[src/rtl/led_frame_scheduler_if.sv]
// Scheduler-side bundle: game refresh request, frame-buffer read port and ws2812b pixel stream.
// master = scheduler, slave = game logic / frame buffer / driver side.
interface led_frame_scheduler_if #(
  parameter int AW = 6
);
  logic          frame_req;
  logic [AW-1:0] fb_addr;
  logic          fb_rd;
  logic [23:0]   fb_data;
  logic [23:0]   pix_data;
  logic          pix_valid;
  logic          pix_ready;
  logic          pix_latch;
  logic          busy;
  logic          frame_done;

  modport master (
    input  frame_req, fb_data, pix_ready,
    output fb_addr, fb_rd, pix_data, pix_valid, pix_latch, busy, frame_done
  );

  modport slave (
    output frame_req, fb_data, pix_ready,
    input  fb_addr, fb_rd, pix_data, pix_valid, pix_latch, busy, frame_done
  );
endinterface

[src/rtl/led_frame_scheduler.sv]
// Streams one ROWSxCOLS frame from the frame buffer to the ws2812b driver, then holds the latch gap.
// Define SERPENTINE_EN to mirror odd rows for a zig-zag wired strip.
module led_frame_scheduler #(
  parameter int ROWS         = 6,
  parameter int COLS         = 7,
  parameter int LATCH_CYCLES = 6000,
  parameter int AW           = 6
) (
  input  logic                  clk,
  input  logic                  reset,
  led_frame_scheduler_if.master bus
);
  localparam int RW = (ROWS > 1) ? $clog2(ROWS) : 1;
  localparam int CW = (COLS > 1) ? $clog2(COLS) : 1;
  localparam int LW = $clog2(LATCH_CYCLES + 1);

  typedef enum logic [2:0] {S_IDLE, S_FETCH, S_WAIT, S_SEND, S_LATCH} state_t;

  state_t        state_q;
  logic [RW-1:0] row_q, row_d;
  logic [CW-1:0] col_q, col_d;
  logic [AW-1:0] base_q, base_d;
  logic [CW-1:0] colm_d;
  logic [AW-1:0] addr_d;
  logic [LW-1:0] cnt_q;
  logic          pend_q;
  logic          last_px;
  logic [AW-1:0] fb_addr_q;
  logic          fb_rd_q;
  logic [23:0]   pix_data_q;
  logic          pix_valid_q;
  logic          pix_latch_q;
  logic          busy_q;
  logic          frame_done_q;

  // Next pixel position; base_q tracks row*COLS so no multiplier or divider is needed.
  always_comb begin
    row_d  = row_q;
    col_d  = col_q + CW'(1);
    base_d = base_q;
    if (col_q == CW'(COLS - 1)) begin
      col_d  = '0;
      row_d  = row_q + RW'(1);
      base_d = base_q + AW'(COLS);
    end
`ifdef SERPENTINE_EN
    colm_d = row_d[0] ? (CW'(COLS - 1) - col_d) : col_d;
`else
    colm_d = col_d;
`endif
    addr_d  = base_d + AW'(colm_d);
    last_px = (row_q == RW'(ROWS - 1)) && (col_q == CW'(COLS - 1));
  end

  always_ff @(posedge clk) begin
    if (reset) begin
      state_q      <= S_IDLE;
      row_q        <= '0;
      col_q        <= '0;
      base_q       <= '0;
      cnt_q        <= '0;
      pend_q       <= 1'b0;
      fb_addr_q    <= '0;
      fb_rd_q      <= 1'b0;
      pix_data_q   <= '0;
      pix_valid_q  <= 1'b0;
      pix_latch_q  <= 1'b0;
      busy_q       <= 1'b0;
      frame_done_q <= 1'b0;
    end else begin
      frame_done_q <= 1'b0;
      if (bus.frame_req && state_q != S_IDLE) pend_q <= 1'b1;
      case (state_q)
        S_IDLE: begin
          if (bus.frame_req || pend_q) begin
            pend_q    <= 1'b0;
            row_q     <= '0;
            col_q     <= '0;
            base_q    <= '0;
            busy_q    <= 1'b1;
            fb_addr_q <= '0;
            fb_rd_q   <= 1'b1;
            state_q   <= S_FETCH;
          end
        end
        S_FETCH: begin
          fb_rd_q <= 1'b0;
          state_q <= S_WAIT;
        end
        S_WAIT: begin
          pix_data_q  <= bus.fb_data;
          pix_valid_q <= 1'b1;
          state_q     <= S_SEND;
        end
        S_SEND: begin
          if (bus.pix_ready) begin
            pix_valid_q <= 1'b0;
            if (last_px) begin
              pix_latch_q <= 1'b1;
              cnt_q       <= '0;
              state_q     <= S_LATCH;
            end else begin
              row_q     <= row_d;
              col_q     <= col_d;
              base_q    <= base_d;
              fb_addr_q <= addr_d;
              fb_rd_q   <= 1'b1;
              state_q   <= S_FETCH;
            end
          end
        end
        S_LATCH: begin
          if (cnt_q == LW'(LATCH_CYCLES - 1)) begin
            pix_latch_q  <= 1'b0;
            frame_done_q <= 1'b1;
            busy_q       <= 1'b0;
            state_q      <= S_IDLE;
          end else begin
            cnt_q <= cnt_q + LW'(1);
          end
        end
        default: state_q <= S_IDLE;
      endcase
    end
  end

  assign bus.fb_addr    = fb_addr_q;
  assign bus.fb_rd      = fb_rd_q;
  assign bus.pix_data   = pix_data_q;
  assign bus.pix_valid  = pix_valid_q;
  assign bus.pix_latch  = pix_latch_q;
  assign bus.busy       = busy_q;
  assign bus.frame_done = frame_done_q;
endmodule

[src/flat_wrapper.sv]
// flat-port wrapper written by rule: the top's interface ports become plain ports
module led_frame_scheduler_flat 
#(
  parameter int ROWS         = 6,
  parameter int COLS         = 7,
  parameter int LATCH_CYCLES = 6000,
  parameter int AW           = 6
)
  (clk, reset, bus_frame_req, bus_fb_data, bus_pix_ready, bus_fb_addr, bus_fb_rd, bus_pix_data, bus_pix_valid, bus_pix_latch, bus_busy, bus_frame_done);
  led_frame_scheduler_if #(.AW(AW)) bus_i ();
  input  logic clk;
  input  logic reset;
  input wire logic [$bits(bus_i.frame_req)-1:0] bus_frame_req;
  input wire logic [$bits(bus_i.fb_data)-1:0] bus_fb_data;
  input wire logic [$bits(bus_i.pix_ready)-1:0] bus_pix_ready;
  output wire logic [$bits(bus_i.fb_addr)-1:0] bus_fb_addr;
  output wire logic [$bits(bus_i.fb_rd)-1:0] bus_fb_rd;
  output wire logic [$bits(bus_i.pix_data)-1:0] bus_pix_data;
  output wire logic [$bits(bus_i.pix_valid)-1:0] bus_pix_valid;
  output wire logic [$bits(bus_i.pix_latch)-1:0] bus_pix_latch;
  output wire logic [$bits(bus_i.busy)-1:0] bus_busy;
  output wire logic [$bits(bus_i.frame_done)-1:0] bus_frame_done;
  assign bus_i.frame_req = bus_frame_req;
  assign bus_i.fb_data = bus_fb_data;
  assign bus_i.pix_ready = bus_pix_ready;
  assign bus_fb_addr = bus_i.fb_addr;
  assign bus_fb_rd = bus_i.fb_rd;
  assign bus_pix_data = bus_i.pix_data;
  assign bus_pix_valid = bus_i.pix_valid;
  assign bus_pix_latch = bus_i.pix_latch;
  assign bus_busy = bus_i.busy;
  assign bus_frame_done = bus_i.frame_done;
  led_frame_scheduler #(.ROWS(ROWS), .COLS(COLS), .LATCH_CYCLES(LATCH_CYCLES), .AW(AW)) u_core (.clk(clk), .reset(reset), .bus(bus_i));
endmodule
[config.mk]
export PLATFORM = sky130hd
export DESIGN_NAME = led_frame_scheduler_flat
export DESIGN_NICKNAME = d
export VERILOG_FILES = /design/src/rtl/led_frame_scheduler_if.sv /design/src/rtl/led_frame_scheduler.sv /design/src/flat_wrapper.sv
export SDC_FILE = /design/constraint.sdc
export NUM_CORES = 1
export LEC_CHECK = 0
export CAP_MARGIN = 20
export CORE_UTILIZATION = 62
export DETAILED_ROUTE_END_ITERATION = 7
export DONT_BUFFER_PORTS = 1
export GPL_ROUTABILITY_DRIVEN = 0
export PLACE_DENSITY = 0.81
export SLEW_MARGIN = 25
export SYNTH_ARGS = -nofsm -noshare
export SYNTH_HDL_FRONTEND = slang
export SYNTH_SLANG_ARGS = --single-unit
export TNS_END_PERCENT = 100
[constraint.sdc]
create_clock -name clk -period 3.2 [get_ports clk]
set_input_delay 0.48 -clock clk [delete_from_list [all_inputs] [get_ports clk]]
set_output_delay 0.48 -clock clk [all_outputs]
set_load 0.005 [all_outputs]
==> metrics.txt <==
global-route wire length before repair=9800 microns; Hold Buf Count CTS=0; Final setup viols=0; Synth Warn #=0; Synth cell types=55; reg2reg end=u_core.bus.fb_addr[4]$_SDFFE_PP0P_; DRT Pass-1 Iters=5; I/O Buffers=0; root cell of the clock tree=clkbuf_8; largest net degree at the start of global routing=52; final net count=396; fmax=386 MHz; Crit. End Element=flop; reg2reg setup slack=0.61 ns; Die W=71.5 microns; asr flop ratio synth=0%; cts repair resizes=0; clk_lat worst skew=0.34 ns; num rows=24; worst r2r path cells=9; setup tns final=0 ns; Area Overhead vs Synth=5.18%; via count=2515; cell area power density=492 nW/um^2; dpl hpwl=4250 microns; Worst Setup EP=u_core.bus.fb_addr[4]$_SDFFE_PP0P_; Slew @ Worst Pin=0.832 ns; GRT Total Usage=24.8%; Pwr Total=0.00155 W; Synth Flop Type=dfxtp_1; Setup Fix Bufs, Post-CTS=0; share of post-route cells with drive strength above 1=7.95%; EDFF count, synth=0; antenna violations before repair=0; Synth Register Bits=64; die height=71.5 microns; grt ovf=0; Lkg Pwr=1.08 nW; number of global-route vias before repair=2239; drt first-iter violations=118; Critical Path Source Type=flop; DRC errors left=0; final hold vios=0; RSZ-0062 raised after global routing=false; max-slew violations=0; CTS max path bufs=2; post-route ant nets=0; # IOs=63; Via density=6.03; r2r startpoint=u_core.base_q[0]$_SDFFE_PP0P_; Worst Setup SP=u_core.base_q[0]$_SDFFE_PP0P_; worst hold-check path type=input pin to flop; core area=4500 sq um; Post-Route WL=6090 microns; Synth Instances=367; Syn Nets=403; Worst-path clk slew=0.07 ns; CP Max Fanout=7; final worst-path cycle share=81.0%; final setup skew=0.00734 ns; Mapped Area=3000 sq um; Inserted Diodes=0; die area=5110 sq um; max-cap violation count=0; sequential share of the synthesized area=42.8%; initial cell density of the core=66.5%; total clock sinks=64; minimum clock period=2.59 ns; worst path arrival time=2.88 ns; H-tree levels=3; CTS Buf Count=9; Worst EP required=3.49 ns; synthesized area per cell=8.16 sq um; TritonCTS clock tree=yes; status=complete, no violations; Worst slew margin=44.3%; kind of critical path=flop to flop; VDD IR max=0.000444 V; post-DR wirelength/cell=14.6 microns
-- synthesized netlist by cell type, drive strengths merged, types with 7 or more instances --
library cell,count,area share [%]
a21oi,46,7.7
buf,11,2.1
clkbuf,11,1.4
dfxtp,64,43
ha,7,2.9
nand2,72,9.0
nand3,14,2.5
nor2,33,4.2
nor3,10,1.8
o21ai,16,2.7
xnor2,7,2.0
xor2,7,2.0
-- layout make-up --
type / count / area, sq um
inverters: 6 / 22.5
fillers: 363 / 1350
well taps: 52 / 65.1
flip-flops and latches: 64 / 1280
clock buffers: 10 / 128
multi-input cells: 275 / 1590
repair buffers: 4 / 30.0
clock inverters: 6 / 36.3
-- layer usage --
metal / global-route usage, % / share of wire (%) / vias up
met5: 0 / 0 / -
met2: 37.2 / 44 / 87
met4: 12.6 / 1.4 / 0
li1: - / - / 1268
met1: 31.5 / 46 / 1151
met3: 9.00 / 8.2 / 9
-- worst min path at each step --
| stage | slack, ns | to | start | depth (start not counted) |
|---|---|---|---|---|
| floorplan | 0.45 | u_core.bus.fb_addr[0]$_SDFFE_PP0P_ | u_core.bus.fb_addr[0]$_SDFFE_PP0P_ | 2 |
| global placement | 0.45 | u_core.bus.fb_addr[0]$_SDFFE_PP0P_ | u_core.bus.fb_addr[0]$_SDFFE_PP0P_ | 2 |
| detailed placement | 0.46 | u_core.bus.pix_data[13]$_SDFFE_PP0P_ | u_core.bus.pix_data[13]$_SDFFE_PP0P_ | 2 |
| CTS | 0.19 | u_core.base_q[3]$_SDFFE_PP0P_ | reset | 1 |
| global route | 0.18 | u_core.bus.frame_done$_SDFF_PP0_ | reset | 1 |
| finish | 0.20 | u_core.base_q[3]$_SDFFE_PP0P_ | reset | 1 |
-- critical path, stage by stage, from the launching register on --
cell       delay, ns
dfxtp_1         0.42
inv_1           0.11
ha_1            0.29
o21ai_0         0.19
fa_1            0.49
a21oi_1         0.22
nor2_1          0.06
a22o_1          0.20
a2111oi_0       0.41
nand3b_1        0.15
-- kinds of logic after synthesis --
logic type	Yosys count	share of synthesized area, %
DFF	64	42.8
adders and majority gates	8	3.59
and+or+nand+nor	166	26.8
xor gates and xnor gates	14	4.09
buffers and inverters	28	4.22
AOI/OAI and AO/OA	85	17.8
muxes	2	0.668
-- flip-flops by register name, indices dropped and copies added, names as in the netlist --
| signal | count |
|---|---|
| u_core.base_q | 6 |
| u_core.state_q | 3 |
| u_core.bus.fb_rd | 1 |
| u_core.bus.pix_latch | 1 |
| u_core.col_q | 3 |
| u_core.cnt_q | 13 |
| u_core.bus.busy | 1 |
| u_core.pend_q | 1 |
| u_core.bus.pix_data | 24 |
| u_core.bus.pix_valid | 1 |
| u_core.bus.frame_done | 1 |
| u_core.bus.fb_addr | 6 |
| u_core.row_q | 3 |
-- where the power goes --
part / internal, W / switching, W
logic: 0.0000341 / 0.0000700
registers: 0.000828 / 0.0000306
clock network: 0.000276 / 0.000312
total: 0.00114 / 0.000413
-- placed cells by master, fill, tap and decap left out, drive strengths merged, types with 5 or more instances in the layout --
cell type   n
a21oi      46
xnor2       7
nor2       33
nand2      72
xor2        7
a2111oi     5
inv         6
ha          7
nor3       10
clkbuf     10
nand3      14
dfxtp      64
clkinv      5
o21ai      16
-- per-stage QoR --
| step | instances | instance area, sq um | hold slack (ns) | utilization [%] | setup slack [ns] |
|---|---|---|---|---|---|
| after floorplan | 367 | 3000 | 0.448 | - | 0.811 |
| after global placement | 401 | 2990 | 0.454 | 66.3 | 0.772 |
| after detailed placement | 401 | 2990 | 0.463 | 66.3 | 0.675 |
| after CTS | 417 | 3150 | 0.193 | 69.9 | 0.646 |
| after global routing | 417 | 3150 | 0.184 | 69.9 | 0.438 |
| final | 417 | 3150 | 0.201 | 69.9 | 0.607 |
No activity file was read; power rests on OpenSTA's default activity.
